**config.mk**
```make
export PLATFORM = sky130hd
export DESIGN_NAME = mul_sched
export DESIGN_NICKNAME = d
export VERILOG_FILES = /design/src/rtl/mul_sched.sv
export SDC_FILE = /design/constraint.sdc
export NUM_CORES = 1
export LEC_CHECK = 0
export CAP_MARGIN = 0
export CORE_AREA = 2 2 135 137
export CTS_CLUSTER_DIAMETER = 100
export DETAILED_ROUTE_END_ITERATION = 8
export DIE_AREA = 0 0 137 139
export GPL_TIMING_DRIVEN = 0
export MAX_ROUTING_LAYER = met4
export PLACE_DENSITY = 0.7
export SYNTH_ARGS = -nofsm -noshare
export SYNTH_HDL_FRONTEND = slang
export SYNTH_SLANG_ARGS = --single-unit
```
**constraint.sdc**
```tcl
create_clock -name clock -period 1.75 [get_ports clock]
set_clock_uncertainty 0.05 [all_clocks]
set_input_delay 0.2625 -clock clock [delete_from_list [all_inputs] [get_ports clock]]
set_output_delay 0.2625 -clock clock [all_outputs]
set_load 0.1 [all_outputs]
```
**src/rtl/mul_sched.sv**
```systemverilog
// Round-robin two-port scheduler for the shared 32x32 multiplier core, with operand stage and result buffer.
// Optional statistics counters are built only when MUL_SCHED_STATS_EN is defined.
module mul_sched #(
    parameter int TAG_W = 4
) (
    input  logic             clock,
    input  logic             resetn,
    input  logic             flush,
    input  logic [1:0]       req_valid,
    output logic [1:0]       req_ready,
    input  logic [31:0]      req_x0,
    input  logic [31:0]      req_x1,
    input  logic [31:0]      req_y0,
    input  logic [31:0]      req_y1,
    input  logic [1:0]       req_signed,
    input  logic [1:0]       req_high,
    input  logic [TAG_W-1:0] req_tag0,
    input  logic [TAG_W-1:0] req_tag1,
    output logic [31:0]      m_x,
    output logic [31:0]      m_y,
    output logic             m_signed,
    output logic             m_high,
    input  logic [31:0]      m_result,
    output logic             resp_valid,
    input  logic             resp_ready,
    output logic             resp_id,
    output logic [TAG_W-1:0] resp_tag,
    output logic [31:0]      resp_result,
    output logic [31:0]      stat_ops,
    output logic [31:0]      stat_stall
);

    logic             vld_p1;
    logic             id_p1;
    logic [TAG_W-1:0] tag_p1;
    logic             vld_p2;
    logic             rr;
    logic             s2_free;
    logic             s1_adv;
    logic             s1_free;
    logic             accept;
    logic             acc_id;

    function automatic logic [1:0] rr_grant(input logic [1:0] v, input logic ptr);
        if (v == 2'b11)
            return ptr ? 2'b10 : 2'b01;
        return v;
    endfunction

    assign s2_free   = !vld_p2 || resp_ready;
    assign s1_adv    = vld_p1 && s2_free;
    assign s1_free   = !vld_p1 || s1_adv;
    assign req_ready = rr_grant(req_valid, rr) & {2{s1_free && !flush && resetn}};
    assign accept    = |(req_valid & req_ready);
    assign acc_id    = req_ready[1];
    assign resp_valid = vld_p2;

    // Stage 1: granted operands held for the combinational multiplier core
    always_ff @(posedge clock or negedge resetn) begin
        if (!resetn) begin
            vld_p1   <= 1'b0;
            rr       <= 1'b0;
            id_p1    <= 1'b0;
            tag_p1   <= '0;
            m_x      <= '0;
            m_y      <= '0;
            m_signed <= 1'b0;
            m_high   <= 1'b0;
        end else if (flush) begin
            vld_p1 <= 1'b0;
            rr     <= 1'b0;
        end else if (accept) begin
            vld_p1   <= 1'b1;
            rr       <= !acc_id;
            id_p1    <= acc_id;
            tag_p1   <= acc_id ? req_tag1 : req_tag0;
            m_x      <= acc_id ? req_x1 : req_x0;
            m_y      <= acc_id ? req_y1 : req_y0;
            m_signed <= req_signed[acc_id];
            m_high   <= req_high[acc_id];
        end else if (s1_adv) begin
            vld_p1 <= 1'b0;
        end
    end

    // Stage 2: captured product half, returned with its origin
    always_ff @(posedge clock or negedge resetn) begin
        if (!resetn) begin
            vld_p2      <= 1'b0;
            resp_id     <= 1'b0;
            resp_tag    <= '0;
            resp_result <= '0;
        end else if (flush) begin
            vld_p2 <= 1'b0;
        end else if (s1_adv) begin
            vld_p2      <= 1'b1;
            resp_id     <= id_p1;
            resp_tag    <= tag_p1;
            resp_result <= m_result;
        end else if (resp_ready) begin
            vld_p2 <= 1'b0;
        end
    end

`ifdef MUL_SCHED_STATS_EN
    // Handshakes in a flush cycle are ignored, so they are not counted as completed ops
    always_ff @(posedge clock or negedge resetn) begin
        if (!resetn) begin
            stat_ops   <= '0;
            stat_stall <= '0;
        end else begin
            if (vld_p2 && resp_ready && !flush)
                stat_ops <= stat_ops + 32'd1;
            if (vld_p2 && !resp_ready)
                stat_stall <= stat_stall + 32'd1;
        end
    end
`else
    assign stat_ops   = '0;
    assign stat_stall = '0;
`endif

endmodule

```
# After elaboration in Yosys (flattened, before gate mapping)
# Index checks and enable logic that the tools add are counted.
[totals]
out_inout_bits = 170
input_bits = 178
ff_bits = 111
[op_classes]
bitwise_logic = 3
n_mux = 19
n_eq_ne = 1
reduce_logical = 15
n_lt_le_gt_ge = 1
[ops]
columns = ["operator", "n"]
rows = [
  ["32-bit two-way mux", 2],
  ["1-bit two-way mux", 13],
  ["2-bit two-way mux", 3],
  ["3-bit nonzero test", 2],
  ["2-bit AND", 2],
  ["1-bit logical NOT", 4],
  ["4-bit two-way mux", 1],
  ["2-bit AND reduction", 2],
  ["1-bit logical AND", 3],
  ["2-bit equality test (second input constant)", 1],
  ["1-bit logical OR", 2],
  ["1-bit by 2-bit < comparator with 1-bit output (second input constant)", 1],
  ["2-bit nonzero test", 1],
  ["2-bit OR reduction", 1],
  ["1-bit NOT", 1],
]

# Longest topological paths before layout
[depth]
depth_word = 11
depth_mapped = 5
ltp_nobuf = 3

# Worst setup path after synthesis
# OpenSTA, ideal clock, no wires.
[synth_path]
path_type = "reg2out"
start = "register vld_p2, in the netlist resp_valid"
end = "output port req_ready[1]"
stages_incl_launch_ff = 4
arrival_time_ns = 3.245
path_slack_ns = -1.808
path_cell_list = "dfrtp_1 nand3b_1 nand2_1 nor3_1"
[synth_via]
elab_chain_len = 7
[synth_rtl]
columns = ["element", "line_no", "source"]
rows = [
  ["start, declared", "36", "logic vld_p2;"],
  ["start signal, assigned", "89", "vld_p2 <= 1'b0;"],
  ["start signal, assigned", "94", "vld_p2 <= 1'b0;"],
  ["start signal, assigned", "96", "vld_p2 <= 1'b1;"],
  ["1-bit logical NOT", "50", "assign s2_free = !vld_p2 || resp_ready;"],
  ["1-bit logical OR", "50", ""],
  ["1-bit logical AND", "51", "assign s1_adv = vld_p1 && s2_free;"],
  ["1-bit logical OR", "52", "assign s1_free = !vld_p1 || s1_adv;"],
  ["1-bit logical AND (2 in series)", "53", "assign req_ready = rr_grant(req_valid, rr) & {2{s1_free && !flush && resetn}};"],
  ["2-bit AND", "53", ""],
  ["end, declared", "10", "output logic [1:0] req_ready,"],
]
# No other way between the ends.

# Worst setup path in the final report
[layout_path]
start = "register rr"
end = "output port req_ready[1]"
[layout_via]
elab_chain_len = 4
[layout_rtl]
columns = ["element", "line_no", "source"]
rows = [
  ["start, declared", "37", "logic rr;"],
  ["start signal, assigned", "74", "rr <= !acc_id;"],
  ["2-bit two-way mux", "46", "return ptr ? 2'b10 : 2'b01;"],
  ["2-bit two-way mux", "45", "if (v == 2'b11)"],
  ["2-bit two-way mux", "47", "return v;"],
  ["2-bit AND", "53", ""],
]
# No other way between the ends. The select of a mux whose other input is x is not followed.

==> impl_metrics.toml <==
[status]
status = "finished, violations left"
violations = "hold timing, setup timing"

[timing]
period_minus_slack_ps = 1790
max_freq_mhz = 558
max-slew-margin-rel_pct = 57.3
rsz0062_at_grt = "true"
drv_slew = 0
finalCritPeriodShare_pct = 102
whs_ps = -224
finalHoldViolCount = 56
tightest_slew_ps = 640
worst_slack_ps = -42.4
setup_viol = 2

[power_and_ir_drop]
combPwrFrac_pct = 55.1
leakagePower_nw = 4.09
p_sw_share_pct = 51.5
seqPwrFrac_pct = 27.2
total_power_mw = 12.3
powerDensity_nw_per_um2 = 1290
switchingPower_mw = 6.35
clkPwrFrac_pct = 17.6
internal_power_mw = 5.99
max-vdd-ir-drop_uv = 849

[clock_tree]
clkTransAtPathRegs_ps = 80
cts.sinks = 111
clockBufferDepth = 2
cts_tree = "built"
cts_max_level = 3
clock_latency_ps = 340
cts.root.buffer_cell = "clkbuf_16"
cts_inserted_buffers = 9

[route]
drcViolationCount = 0
postRouteAntennaNets = 0
dr_total_vias = 4791
drt-total-wl_um = 18400
viasPerCell = 4.68
first_iter_violations = 166
drt-pass1-iter-count = 4
routedWlPerCell_um = 17.9

[synthesis]
syn_area_um2 = 5360
synth_area_per_cell_um2 = 12.8
ys_seq_area_share_pct = 51.8
yosys_warnings = 0
yosysUniqueCellTypes = 29
syn_inst = 418
yosys_register_bits = 111

[setup_path]
endpoint_kind = "output port"
ff2ff_setup_slack_ps = 40
start_kind = "flip-flop"
cp_max_fo = 6
r2r-end = "resp_result[22]"
arrival_ps = 1480
cp.required_ps = 1440
crit_type = "reg2out"
reg2reg_from = "resp_valid"
worst-r2r-cell-count = 5

[min_path]
hp-class = "in2async"

[global_routing]
grt.overflow.total = 0
grt_pass1_vias = 4996
grt_max_degree = 60
grt_usage_pct = 19.4
antenna_found_initial = 0
grt_pass1_wl_um = 27700

[finish]
final_cell_mix = "clkdlybuf4s50_1, dfrtp_1, clkdlybuf4s15_2"
antennaDiodeCount = 0
stdcell_area_um2 = 9590
final_common_cell = "clkdlybuf4s50_1"
syn2layout_area_growth_pct = 78.9
fill_cells = 1531
drive_above_1_share_pct = 36.9
final_nets = 968
fin_util_pct = 54.3

[floorplan]
fp.dieW_um = 137
rows = 49
dieArea_um2 = 19000
ios = 348
die-height_um = 139
start_util_pct = 30.4
core_area_um2 = 17700

[placed_design]
globalplace.congestion = 0.823
port_buffers = 283
dpl_cell_area_um2 = 8900
hpwl_um = 13600
pre_cts_ws_ps = -1370

[job]
drv_cap = 0
[layout make-up]
type / instances / area (um^2) / share of cell area, %
plain buffers: 102 / 785 / 8.18
clock buffers: 9 / 225 / 2.35
clock inverters: 7 / 91.3 / 0.953
inverters: 2 / 10.0 / 0.104
multi-input cells: 263 / 2240 / 23.4
flip-flops and latches: 111 / 2780 / 29.0
well taps: 229 / 287 / 2.99
repair buffers: 301 / 3160 / 33.0
[critical path: stages, from the launching register on]
cell and delay (ps):
dfrtp_1 400, nor2b_1 70, buf_6 130, buf_8 130, nor3_4 200, buf_12 200
[sequential cells by signal, summed over array words and instances, names as in the netlist]
name         count
m_x             32
m_y             32
resp_result     32
resp_tag         4
tag_p1           4
id_p1            1
m_high           1
m_signed         1
resp_id          1
resp_valid       1
rr               1
vld_p1           1
[what timing repair did]
item | CTS | global route
setup endpoints to repair | 176 | 81
hold endpoints to repair | 56 | 56
setup buffers | 4 | 13
pin swaps | 4 | 2
gates resized for setup | 352 | 19
[Yosys cell counts]
library cell / number / share of area (%)
a2bb2oi_2: 8 / 2.2
buf_4: 66 / 9.2
mux2_1: 21 / 4.4
inv_1: 1 / 0.070
a21bo_2: 1 / 0.19
o32ai_1: 70 / 11
and2b_1: 1 / 0.14
nor3_1: 1 / 0.093
nor2_1: 5 / 0.35
a31o_2: 1 / 0.16
clkbuf_1: 24 / 1.7
nor3b_1: 1 / 0.14
and3b_4: 1 / 0.23
mux2_2: 16 / 3.4
o311ai_0: 1 / 0.16
nor2b_1: 2 / 0.23
nand2b_4: 1 / 0.26
a2bb2oi_1: 62 / 10
o21ai_0: 1 / 0.093
o22ai_1: 1 / 0.12
nand2_1: 2 / 0.14
dfrtp_1: 111 / 52
inv_2: 1 / 0.070
buf_6: 10 / 2.1
nor3_4: 1 / 0.30
conb_1: 1 / 0.070
nand3b_1: 1 / 0.14
buf_2: 5 / 0.47
o21a_1: 1 / 0.14
[routing by layer]
layer | GRT usage [%] | up-vias | share of wire [%]
met5 | - | - | 0
met4 | 5.97 | 0 | 2.1
met3 | 4.28 | 26 | 8.1
met2 | 32.2 | 231 | 49
met1 | 23.5 | 2280 | 41
li1 | - | 2254 | -
[cells by family after synthesis]
logic type,synth area share [%]
buffers and inverters,13.6
AOI/OAI and AO/OA,24.7
other,0.0700
muxes,7.77
DFF,51.8
and+or+nand+nor,2.03
[worst max path at each step]
| stage | to | from | cells after the start | slack [ps] |
|---|---|---|---|---|
| floorplan | req_ready[1] | resp_valid | 3 | -230 |
| global placement | req_ready[1] | resetn | 5 | -5120 |
| detailed placement | req_ready[1] | req_valid[0] | 6 | -1370 |
| CTS | req_ready[1] | resp_valid | 4 | -120 |
| global route | req_ready[1] | rr | 5 | -100 |
| finish | req_ready[1] | rr | 5 | -40 |
[power by group through the flow]
| stage | Clock (mW) | Sequential, mW | Combinational [mW] |
|---|---|---|---|
| floorplan | 0 | 6.91 | 1.62 |
| global placement | 0 | 3.39 | 6.87 |
| detailed placement | 0 | 3.38 | 6.90 |
| CTS | 2.24 | 3.36 | 6.79 |
| global route | 2.35 | 3.43 | 6.99 |
| finish | 2.18 | 3.36 | 6.81 |
[stage by stage]
stage / instances / setup TNS (ps)
after floorplan: 481 / -2260
after global placement: 993 / -817530
after detailed placement: 994 / -55140
after CTS: 1013 / -156
after global routing: 1024 / -187
final: 1024 / -74.4
(Power assumes the default switching activity.)
